==> src/rtl/qr_pkg.sv <==
// Shared types and defaults for the Gram-Schmidt QR sequencer and its datapath.
package qr_pkg;

  localparam int QR_N       = 3;
  localparam int QR_TIMEOUT = 255;
  localparam int QR_W       = 16;

  typedef enum logic [2:0] {
    ST_IDLE,
    ST_DOT_RUN,
    ST_R_WR,
    ST_PROJ_RUN,
    ST_NORM_RUN,
    ST_QR_WR,
    ST_FIN,
    ST_ERR
  } qr_state_t;

  function automatic logic is_run_state(input qr_state_t s);
    return (s == ST_DOT_RUN) || (s == ST_PROJ_RUN) || (s == ST_NORM_RUN);
  endfunction

endpackage

==> src/rtl/qr_timeout_cnt.sv <==
// Saturating 8-bit wait counter; expired once the count reaches TIMEOUT.
module qr_timeout_cnt #(
  parameter int TIMEOUT = 255
) (
  input  logic clk,
  input  logic reset,
  input  logic clr,
  input  logic en,
  output logic expired
);

  localparam logic [7:0] LIMIT = 8'(TIMEOUT);

  logic [7:0] cnt;

  always_ff @(posedge clk or negedge reset) begin
    if (!reset) begin
      cnt <= '0;
    end else if (clr) begin
      cnt <= '0;
    end else if (en && (cnt != 8'hFF)) begin
      cnt <= cnt + 8'd1;
    end
  end

  assign expired = (cnt >= LIMIT);

endmodule

==> src/rtl/qr_gs_sched.sv <==
// Gram-Schmidt QR sequencer: walks columns j and previous vectors i, driving
// the dot / projection / normalisation units and the R and Q write strobes.
//
//   state     | meaning
//   ----------+------------------------------------------------------
//   IDLE      | waiting for go
//   DOT_RUN   | dot unit running, r_ij = q_i . a_j
//   R_WR      | write r_ij at (i, j)
//   PROJ_RUN  | projection unit running, a_j -= r_ij * q_i
//   NORM_RUN  | normalisation unit running, r_jj and q_j
//   QR_WR     | write r_jj at (j, j) and q_j at j
//   FIN       | one-cycle done pulse
//   ERR       | a unit timed out; sticky until the next go
module qr_gs_sched
  import qr_pkg::*;
#(
  parameter int N       = QR_N,
  parameter int TIMEOUT = QR_TIMEOUT,
  localparam int IW     = $clog2(N)
) (
  input  logic          clk,
  input  logic          reset,
  input  logic          go,
  output logic          busy,
  output logic          done,
  output logic          err,
  output logic [IW-1:0] col_idx,
  output logic [IW-1:0] q_idx,
  output logic          dot_start,
  output logic          proj_start,
  output logic          norm_start,
  input  logic          dot_done,
  input  logic          proj_done,
  input  logic          norm_done,
  output logic          dot_clr,
  output logic          proj_clr,
  output logic          norm_clr,
  output logic          r_wr_en,
  output logic [IW-1:0] r_wr_row,
  output logic [IW-1:0] r_wr_col,
  output logic          q_wr_en,
  output logic [IW-1:0] q_wr_addr
);

  localparam logic [IW-1:0] J_LAST = IW'(N - 1);

  qr_state_t     state, state_nxt;
  logic [IW-1:0] j_q, i_q, j_nxt, i_nxt;
  logic          awaited_done, expired, to_clr, to_en;
  logic          more_prev;
  logic          dot_clr_q, proj_clr_q, norm_clr_q;

  assign more_prev = (({1'b0, i_q} + (IW+1)'(1)) < {1'b0, j_q});

  always_comb begin
    awaited_done = 1'b0;
    case (state)
      ST_DOT_RUN:  awaited_done = dot_done;
      ST_PROJ_RUN: awaited_done = proj_done;
      ST_NORM_RUN: awaited_done = norm_done;
      default:     awaited_done = 1'b0;
    endcase
  end

  always_comb begin
    state_nxt = state;
    j_nxt     = j_q;
    i_nxt     = i_q;
    case (state)
      ST_IDLE, ST_ERR: begin
        if (go) begin
          state_nxt = ST_NORM_RUN;
          j_nxt     = '0;
          i_nxt     = '0;
        end
      end
      ST_DOT_RUN: begin
        if (dot_done)     state_nxt = ST_R_WR;
        else if (expired) state_nxt = ST_ERR;
      end
      ST_R_WR: state_nxt = ST_PROJ_RUN;
      ST_PROJ_RUN: begin
        if (proj_done) begin
          if (more_prev) begin
            i_nxt     = i_q + IW'(1);
            state_nxt = ST_DOT_RUN;
          end else begin
            state_nxt = ST_NORM_RUN;
          end
        end else if (expired) begin
          state_nxt = ST_ERR;
        end
      end
      ST_NORM_RUN: begin
        if (norm_done)    state_nxt = ST_QR_WR;
        else if (expired) state_nxt = ST_ERR;
      end
      ST_QR_WR: begin
        if (j_q == J_LAST) begin
          state_nxt = ST_FIN;
        end else begin
          j_nxt     = j_q + IW'(1);
          i_nxt     = '0;
          state_nxt = ST_DOT_RUN;
        end
      end
      ST_FIN:  state_nxt = ST_IDLE;
      default: state_nxt = ST_IDLE;
    endcase
  end

  // Counter restarts on every state change so each RUN state gets a full budget.
  assign to_clr = (state_nxt != state) || !is_run_state(state);
  assign to_en  = is_run_state(state) && !awaited_done;

  qr_timeout_cnt #(.TIMEOUT(TIMEOUT)) u_timeout (
    .clk     (clk),
    .reset   (reset),
    .clr     (to_clr),
    .en      (to_en),
    .expired (expired)
  );

  always_ff @(posedge clk or negedge reset) begin
    if (!reset) begin
      state      <= ST_IDLE;
      j_q        <= '0;
      i_q        <= '0;
      dot_clr_q  <= 1'b0;
      proj_clr_q <= 1'b0;
      norm_clr_q <= 1'b0;
    end else begin
      state      <= state_nxt;
      j_q        <= j_nxt;
      i_q        <= i_nxt;
      dot_clr_q  <= (state == ST_DOT_RUN)  && dot_done;
      proj_clr_q <= (state == ST_PROJ_RUN) && proj_done;
      norm_clr_q <= (state == ST_NORM_RUN) && norm_done;
    end
  end

  assign busy       = (state != ST_IDLE) && (state != ST_ERR);
  assign done       = (state == ST_FIN);
  assign err        = (state == ST_ERR);
  assign col_idx    = j_q;
  assign q_idx      = i_q;
  assign dot_start  = (state == ST_DOT_RUN);
  assign proj_start = (state == ST_PROJ_RUN);
  assign norm_start = (state == ST_NORM_RUN);
  assign dot_clr    = dot_clr_q;
  assign proj_clr   = proj_clr_q;
  assign norm_clr   = norm_clr_q;
  assign r_wr_en    = (state == ST_R_WR) || (state == ST_QR_WR);
  assign r_wr_row   = (state == ST_R_WR) ? i_q : ((state == ST_QR_WR) ? j_q : '0);
  assign r_wr_col   = r_wr_en ? j_q : '0;
  assign q_wr_en    = (state == ST_QR_WR);
  assign q_wr_addr  = q_wr_en ? j_q : '0;

endmodule

==> config.mk <==
export PLATFORM = sky130hd
export DESIGN_NAME = qr_gs_sched
export DESIGN_NICKNAME = d
export VERILOG_FILES = /design/src/rtl/qr_pkg.sv /design/src/rtl/qr_timeout_cnt.sv /design/src/rtl/qr_gs_sched.sv
export SDC_FILE = /design/constraint.sdc
export NUM_CORES = 1
export LEC_CHECK = 0
export BUFFER_PORTS_ARGS = -buffer_cell sky130_fd_sc_hd__buf_2
export CAP_MARGIN = 20
export CORE_ASPECT_RATIO = 0.8
export CORE_MARGIN = 10
export CORE_UTILIZATION = 35
export CTS_BUF_LIST = sky130_fd_sc_hd__clkbuf_4 sky130_fd_sc_hd__clkbuf_8 sky130_fd_sc_hd__clkbuf_16
export CTS_CLUSTER_DIAMETER = 200
export DETAILED_ROUTE_END_ITERATION = 8
export PLACE_DENSITY_LB_ADDON = 0.2
export SYNTH_ARGS = -nofsm -noshare
export SYNTH_HDL_FRONTEND = slang
export SYNTH_HIERARCHICAL = 1
export SYNTH_SLANG_ARGS = --single-unit
==> constraint.sdc <==
create_clock -name clk -period 2.5 [get_ports clk]
set_clock_uncertainty 0.15 [all_clocks]
set_input_delay 0.25 -clock clk [delete_from_list [all_inputs] [get_ports clk]]
set_output_delay 0.25 -clock clk [all_outputs]
set_load 0.02 [all_outputs]
Word-level counts from Yosys, hierarchy flattened
Index checks and enable logic that the tools add are counted.
- add/subtract/negate cells: 4
- $mul: 0
- divide/modulo/power cells: 0
- magnitude comparators: 2
- eq/ne operators: 15
- shifts and indexed selects: 0
- multiplexer cells: 21
- bitwise gates (word level): 0
- reductions and logical operators: 20
- operators with widths (operator ; number):
    $mux 3 ; 7
    $pmux 3 s7 ; 1
    $mux 2 ; 8
    $mux 8 ; 2
    $eq 3x3->1 const B ; 4
    $add 8x1->8 const B ; 1
    $ge 8x8->1 const B ; 1
    $ne 8x8->1 const B ; 1
    $eq 3x2->1 const B ; 2
    $logic_and 1x1->1 ; 6
    $pmux 2 s3 ; 1
    $reduce_bool 3->1 ; 2
    $reduce_and 5->1 ; 1
    $add 2x1->2 const B ; 2
    $logic_or 1x1->1 ; 4
    $ne 2x1->1 const B ; 2
    $ne 2x2->1 const B ; 2
    $pmux 2 s2 ; 1
    $reduce_bool 2->1 ; 2
    $add 2x1->3 const B ; 1
    $eq 3x1->1 const B ; 1
    $logic_not 3->1 ; 1
    $lt 3x2->1 ; 1
    $ne 3x3->1 ; 1
    other kinds (6) ; 7
- flip-flop bits (word level): 18
- latch bits: 0
- memory bits (writable): 0
- bits in read-only memories: 0
- bits of input ports: 6
- word-level logic and storage cells: 69
- memories kept: 0

Depth between registers and ports, before layout
Gate-level depths: netlist (run 1).
- depth in word-level cells: 8
- gate-level depth with buffers: 11
- gate-level depth less buffers: 10

Modules after synthesis
Netlist (run 1), hierarchy kept.
- modules (own cells, without submodules) (module ; times used ; cells an instance ; area an instance (sq um) ; sequential area each (sq um)):
    qr_gs_sched ; 1 ; 96 ; 830.8 ; 250.2
    qr_timeout_cnt ; 1 ; 44 ; 471.7 ; 200.2

Worst setup path before layout (run 1)
Ideal clock, no wire load.
- path type: flip-flop to flip-flop
- start: register j_q[1] (netlist: col_idx[1])
- end: register u_timeout.cnt[0]
- setup time: 0.125 ns
- arrival time: 2.198 ns
- data required time: 2.225 ns
- setup slack: 0.027 ns
- cell stages (with the launch flop): 10
- buffers on the path: 1
- path through: dfrtp_1 > inv_1 > fa_1 > nand2_1 > o311ai_0 > nand3_1 > o221ai_1 > buf_1 > nor2b_1 > mux2_4
- cells in the longest elaborated chain, start to end: 7
- elaborated cells on any way between the ends: 10
- classes of those cells: 1 x order compare; 2 x eq/ne; 5 x mux; 2 x reduce/logical
- ends and longest elaborated chain (element ; RTL line ; RTL):
    start: declaration ; qr_gs_sched.sv:48 ; logic [IW-1:0] j_q, i_q, j_nxt, i_nxt;
    start signal: assignment ; qr_gs_sched.sv:134 ; j_q <= j_nxt;
    $lt 3x2->1 ; qr_gs_sched.sv:53 ; assign more_prev = (({1'b0, i_q} + (IW+1)'(1)) < {1'b0, j_q});
    $mux 3 ; qr_gs_sched.sv:84 ; if (more_prev) begin
    $mux 3 ; qr_gs_sched.sv:83 ; if (proj_done) begin
    $pmux 3 s7 (*) ; qr_gs_sched.sv:69 ; case (state)
    $ne 3x3->1 (*) ; qr_gs_sched.sv:113 ; assign to_clr = (state_nxt != state) || !is_run_state(state);
    $logic_or 1x1->1 (*) ; qr_gs_sched.sv:113 ;
    net to_clr ; qr_gs_sched.sv:49 ; logic awaited_done, expired, to_clr, to_en;
    $mux 8 or $reduce_bool 2->1 (tied branches) ; n/a ;
    end signal: assignment ; qr_timeout_cnt.sv:22 ; cnt <= cnt + 8'd1;
    end: declaration ; qr_timeout_cnt.sv:14 ; logic [7:0] cnt;
The timed path passes the listed nets; every way through them passes the cells marked *.
A chain may end at the register's enable or synchronous reset.

Worst setup path in the final report (run 1)
- start: register u_timeout.cnt[1]
- end: register u_timeout.cnt[0]
- cells in the longest elaborated chain, start to end: 7
- elaborated cells on any way between the ends: 12
- classes of those cells: 1 x order compare; 2 x eq/ne; 6 x mux; 3 x reduce/logical
- ends and longest elaborated chain (element ; RTL line ; RTL):
    $ge 8x8->1 (*) ; qr_timeout_cnt.sv:26 ; assign expired = (cnt >= LIMIT);
    net expired ; qr_gs_sched.sv:49 ;
    $mux 3 (*) ; qr_gs_sched.sv:79, qr_gs_sched.sv:90, qr_gs_sched.sv:96 ;
    $mux 3 (on tied branches) ; qr_gs_sched.sv:95, qr_gs_sched.sv:78, qr_gs_sched.sv:83 ;
    $pmux 3 s7 (*) ; qr_gs_sched.sv:69 ;
    $ne 3x3->1 (*) ; qr_gs_sched.sv:113 ;
    $logic_or 1x1->1 (*) ; qr_gs_sched.sv:113 ;
    net to_clr ; qr_gs_sched.sv:49 ;
    $mux 8 or $reduce_bool 2->1 (tied branches) ; n/a ;
Marked as above.

==> results of run 1 <==
cell type report:
type	count	area share (%)
tap	42	3.25
inverter	10	2.32
timing repair buffer	39	14.5
multi-input combinational	105	48.6
sequential	18	27.9
clock buffer	4	3.41
sequential cells by signal, indices dropped and copies added (netlist names):
| name | flops |
|---|---|
| u_timeout/cnt | 8 |
| state | 3 |
| col_idx | 2 |
| q_idx | 2 |
| dot_clr | 1 |
| norm_clr | 1 |
| proj_clr | 1 |
routing by layer:
metal | global-route usage, % | vias up | wire (µm)
li1 | - | 576 | -
met1 | 12.8 | 545 | 1440
met5 | 0 | - | 0
met2 | 16.0 | 31 | 1490
met4 | 2.15 | 0 | 14
met3 | 3.71 | 2 | 278
path summary, 6_finish.rpt:
check,start,endpoint,slack (ns)
max,u_timeout/cnt[1]$_DFFE_PN0P_,u_timeout/cnt[0]$_DFFE_PN0P_,0.13
min,dot_done,dot_clr$_DFF_PN0_,0.13
max in group asynchronous,reset,proj_clr$_DFF_PN0_,1.60
max reg2reg,u_timeout/cnt[1]$_DFFE_PN0P_,u_timeout/cnt[0]$_DFFE_PN0P_,0.13
min in group asynchronous,reset,state[2]$_DFF_PN0_,0.30
min reg2reg,u_timeout/cnt[3]$_DFFE_PN0P_,u_timeout/cnt[3]$_DFFE_PN0P_,0.41
metrics by stage:
stage / power [mW] / utilization (%) / std cells / hold WS, ns
finish: 1.75 / 45.9 / 218 / 0.125
global route: 1.89 / 45.9 / 218 / 0.128
CTS: 1.73 / 44.9 / 216 / 0.119
detailed placement: 1.47 / 42.9 / 211 / 0.0676
global placement: 1.46 / 42.9 / 211 / 0.0547
floorplan: 1.21 / - / 140 / -0.196
what timing repair did:
| action | 4_1_cts | 5_1_grt |
|---|---|---|
| endpoints found under the setup margin | 1 | 8 |
| hold endpoints to repair | 18 | 0 |
| hold buffers | 1 | 0 |
| buffers inserted | 0 | 2 |
| pin swaps | 0 | 1 |
| gates resized for setup | 1 | 5 |
power breakdown:
group	internal, mW	switching, mW	leakage [nW]
combinational	0.460	0.616	0.542
sequential	0.353	0.0872	0.242
clock	0.140	0.0941	0.0288
logic make-up after synthesis:
logic type | Yosys count | synth area share, %
AO/OA/AOI/OAI | 33 | 19.9
adder cells (fa/ha/maj) | 4 | 4.42
buffers and inverters | 17 | 6.92
flip-flops | 18 | 34.6
multiplexers | 4 | 4.42
AND/OR/NAND/NOR | 64 | 29.8
Yosys cell counts, types with 2 or more instances:
cell type / count
ha_1: 3
o22ai_2: 2
a21o_1: 2
nor2b_1: 3
a31oi_1: 5
a21boi_0: 2
a21oi_1: 8
nor2_1: 9
nand2b_1: 4
inv_1: 10
mux2i_1: 2
and2_1: 7
nand2_1: 9
buf_6: 3
dfrtp_1: 18
nand3_1: 3
a211oi_1: 2
o21ai_0: 2
nor3_1: 9
and4_1: 2
buf_2: 3
and4b_1: 2
and3_1: 2
==> flow_metrics.py, run 1 <==
metrics = {
    "status": {
        "status": "finished clean",
    },
    "setup_path": {
        "cp_num_buf_inv": 1,
        "crit_arrival_ns": 2.36,
        "criticalPathCategory": "reg -> reg",
        "path_cells": "ha_2 -> and4_4 -> nand2_1 -> inv_1 -> nor4b_4 -> a31oi_1 -> and2_0 -> o221ai_2 -> nor2b_1 -> mux2_4",
        "critPathRequiredTime_ns": 2.48,
        "cp-end-kind": "register",
        "critPathLaunchType": "register",
        "timing.critical_path.max_delay_family": "simple AND/OR/NAND/NOR gates",
        "worst-r2r-cell-count": 10,
        "max_stage_delay_ns": 0.38,
        "critical_path_depth": 10,
        "critical-path-slowest-cell": "dfrtp_1",
        "critPathMaxFanout": 4,
    },
    "cells_and_area": {
        "multi_input_comb_area_um2": 786,
        "most-common-layout-cells": "buf_2 (26), dfrtp_1 (18), buf_4 (11)",
        "most_common_library_cell_in_the_layout_ignoring_fill_and_taps": "buf_2",
        "design_area_mm2": 0.00162,
        "diodes": 0,
        "n_fill_cell": 340,
        "final-seq-area_um2": 450,
        "area.growth.synth_to_final_pct": 24.0,
        "drive_above_1_share_pct": 34.7,
        "fin_nets": 187,
    },
    "floorplan": {
        "initial_util_pct": 37.0,
        "die-area_mm2": 0.00658,
        "fp.dieW_um": 88.2,
        "placeableCoreArea_mm2": 0.00352,
        "fp_rows": 19,
        "vertical_extent_of_the_die_um": 74.6,
        "io_pins": 27,
    },
    "pwr": {
        "vdd_drop_max_mv": 0.435,
        "total_leakage_power_nw": 0.812,
        "pwr_density_cell_mw_per_mm2": 1080,
    },
    "clocking": {
        "cts-root-buf": "clkbuf_8",
        "htreeDepth": 1,
        "clkLatencyLatePin_ns": 0.25,
        "cts_buffer_depth": 2,
        "tritoncts_clock_tree": "yes",
        "numClockSinks": 18,
        "cts.clk_slew.worst_paths_ns": 0.07,
        "cts_made_buffers": 3,
    },
    "grt": {
        "grt_pass1_wl_um": 5360,
        "first_global_vias": 1076,
        "remaining_global_route_overflow": 0,
        "antenna_violations_before_repair": 0,
        "track_usage_pct": 10.1,
        "largest_net_degree_at_the_start_of_global_routing": 19,
    },
    "synth": {
        "synth.yosys.seq_area_share_pct": 34.6,
        "synth_edf_count": 0,
        "post_syn_nets": 150,
        "postSynthRegisterBits": 18,
        "synth_area_leader_cell": "dfrtp_1",
        "postSynthCellCount": 140,
        "netlist_top_cells_area": "dfrtp_1 (35%), nor3_1 (3.5%), and2_1 (3.4%)",
        "yosysUniqueCellTypes": 51,
        "synth_area_per_cell_um2": 9.30,
        "ys.warnings.count": 6,
        "synth-main-ff-cell": "dfrtp_1",
        "fraction_of_synthesis_flops_using_an_asynchronous_set_or_reset_pin_pct": 100,
        "netlist.area_leader.share_pct": 34.6,
        "syn_area_mm2": 0.00130,
    },
    "sta": {
        "finalSetupTns_ns": 0,
        "pnr_worst_setup_slack_ns": 0.128,
        "worst_slew_margin_rel_pct": 72.9,
        "timing.final.hold_violations": 0,
        "report.final.setup_viol": 0,
        "timing.final.crit_share_pct": 94.9,
        "maxClockFrequency_mhz": 421,
        "finalMaxSlewViolations": 0,
        "finalCriticalPeriod_ns": 2.37,
        "max_slew.worst_pin.slew_ns": 0.407,
    },
    "placement": {
        "globalplace.congestion": 0.839,
        "pre_cts_ws_ns": -0.0246,
        "place_hpwl_um": 2480,
        "buffer_ports.inserted": 26,
        "dpl-instance-area_mm2": 0.00151,
    },
    "min_path": {
        "hold_path_class": "in -> reg",
        "hold-path-cell-count": 2,
    },
    "routing": {
        "drt-vias-per-instance": 5.29,
        "route.antenna.remaining_nets": 0,
        "routedWlPerCell_um": 14.8,
        "dr.pass1.iters": 4,
        "first_iter_violations": 111,
        "vias": 1154,
        "wl_um": 3220,
        "drcViolationCount": 0,
    },
    "run": {
        "maxCapViolCount": 0,
    },
}
Note: power is estimated with default switching activity, not from simulation.
==> inputs of run 2 (changes only) <==
Settings changed: RECOVER_POWER from default to 50.
==> run 2 against run 1 <==
Against the previous run: sequential power is essentially flat; combinational power is essentially flat; final area shrank 0.85%; fmax is essentially flat; critical path type unchanged; final cell count is the same.
==> flow_metrics.py, run 2 (same netlist as run 1, synthesis figures left out) <==
metrics = {
    "status": {
        "status": "finished clean",
    },
    "clocking": {
        "cts.clk_slew.worst_paths_ns": 0.07,
        "clkLatencyLatePin_ns": 0.25,
        "cts_buffer_depth": 2,
        "numClockSinks": 18,
        "cts-root-buf": "clkbuf_8",
        "cts_made_buffers": 3,
        "htreeDepth": 1,
        "tritoncts_clock_tree": "yes",
    },
    "routing": {
        "wl_um": 3240,
        "drcViolationCount": 0,
        "route.antenna.remaining_nets": 0,
        "routedWlPerCell_um": 14.8,
        "first_iter_violations": 104,
        "vias": 1160,
        "dr.pass1.iters": 4,
        "drt-vias-per-instance": 5.32,
    },
    "min_path": {
        "hold_path_class": "in -> reg",
    },
    "grt": {
        "largest_net_degree_at_the_start_of_global_routing": 19,
        "antenna_violations_before_repair": 0,
        "remaining_global_route_overflow": 0,
        "first_global_vias": 1076,
        "grt_pass1_wl_um": 5360,
        "track_usage_pct": 10.1,
    },
    "cells_and_area": {
        "area.growth.synth_to_final_pct": 23.0,
        "fin_nets": 187,
        "largest_reg_flops": 8,
        "finalCoreUtilization_pct": 45.5,
        "drive_above_1_share_pct": 29.5,
        "biggestRegsByFlops": "u_timeout/cnt x8, state x3",
        "top_register": "u_timeout/cnt",
        "most-common-layout-cells": "dfrtp_1 (18), buf_2 (18), inv_1 (10), buf_4 (10)",
        "finish.cell_count_without_fillers": 218,
        "diodes": 0,
    },
    "sta": {
        "maxClockFrequency_mhz": 422,
        "timing.final.crit_share_pct": 94.9,
        "report.final.setup_viol": 0,
        "worst_slew_margin_rel_pct": 34.8,
        "finalCriticalPeriod_ns": 2.37,
        "timing.final.hold_violations": 0,
        "finalMaxSlewViolations": 0,
        "finalSetupTns_ns": 0,
        "max_slew.worst_pin.slew_ns": 0.979,
    },
    "pwr": {
        "power.total_mw": 1.74,
        "total_leakage_power_nw": 0.776,
        "pwr_density_cell_mw_per_mm2": 1090,
        "vdd_drop_max_mv": 0.429,
    },
    "floorplan": {
        "io_pins": 27,
        "die-area_mm2": 0.00658,
        "initial_util_pct": 37.0,
        "placeableCoreArea_mm2": 0.00352,
        "fp.dieW_um": 88.2,
        "vertical_extent_of_the_die_um": 74.6,
        "fp_rows": 19,
    },
    "placement": {
        "globalplace.congestion": 0.839,
        "numPlacedInstances": 211,
        "buffer_ports.inserted": 26,
        "place_hpwl_um": 2480,
    },
    "setup_path": {
        "cp-end-kind": "register",
        "criticalPathCategory": "reg -> reg",
        "crit_arrival_ns": 2.35,
        "critPathLaunchType": "register",
        "critPathRequiredTime_ns": 2.48,
        "critPathMaxFanout": 4,
    },
    "run": {
        "maxCapViolCount": 0,
    },
}
run 2: final timing paths:
kind | from | to | slack [ns] | cells after the start
max | u_timeout/cnt[1]$_DFFE_PN0P_ | u_timeout/cnt[0]$_DFFE_PN0P_ | 0.13 | 10
min | dot_done | dot_clr$_DFF_PN0_ | 0.14 | 2
max reg2reg | u_timeout/cnt[1]$_DFFE_PN0P_ | u_timeout/cnt[0]$_DFFE_PN0P_ | 0.13 | 10
min reg2reg | u_timeout/cnt[3]$_DFFE_PN0P_ | u_timeout/cnt[3]$_DFFE_PN0P_ | 0.41 | 1
max in group asynchronous | reset | proj_clr$_DFF_PN0_ | 1.08 | 2
min in group asynchronous | reset | state[2]$_DFF_PN0_ | 0.51 | 2
run 2: routing by layer:
layer,track usage (%),share of wire (%),up-vias
li1,-,-,574
met1,12.8,45,547
met2,16.0,46,37
met3,3.71,8.3,2
met4,2.15,0.43,0
met5,0,0,-
run 2: repair_timing:
item,in CTS,in global routing
setup buffers,0,2
endpoints found under the setup margin,1,8
gates resized for setup,1,5
hold endpoints to repair,18,0
pin swaps,0,1
hold buffers,1,0
run 2: through the flow:
stage | area, µm² | worst slack, ns | hold WS [ns]
floorplan | 1300 | 0.0271 | -0.196
global placement | 1510 | 0.136 | 0.0547
detailed placement | 1510 | -0.0246 | 0.0676
CTS | 1580 | 0.0841 | 0.119
global route | 1600 | -0.0367 | 0.139
finish | 1600 | 0.128 | 0.137
run 2: power breakdown:
group	switching (mW)	internal, mW	total [mW]	leakage, nW
logic	0.617	0.444	1.06	0.506
registers	0.0903	0.353	0.443	0.242
clock network	0.0951	0.140	0.235	0.0288
run 2: critical path, stage by stage, from the launching register on:
cell	delay, ns
dfrtp_1	0.38
ha_2	0.21
and4_4	0.21
nand2_1	0.07
inv_1	0.11
nor4b_4	0.22
a31oi_1	0.09
and2_0	0.18
o221ai_2	0.28
nor2b_1	0.08
mux2_4	0.28
run 2: layout make-up:
cell class / instances / area [µm²]
sequential: 18 / 450
multi-input combinational: 105 / 786
timing repair buffer: 39 / 220
inverter: 10 / 37.5
clock buffer: 4 / 55.1
fill: 344 / 1920
tap: 42 / 52.6
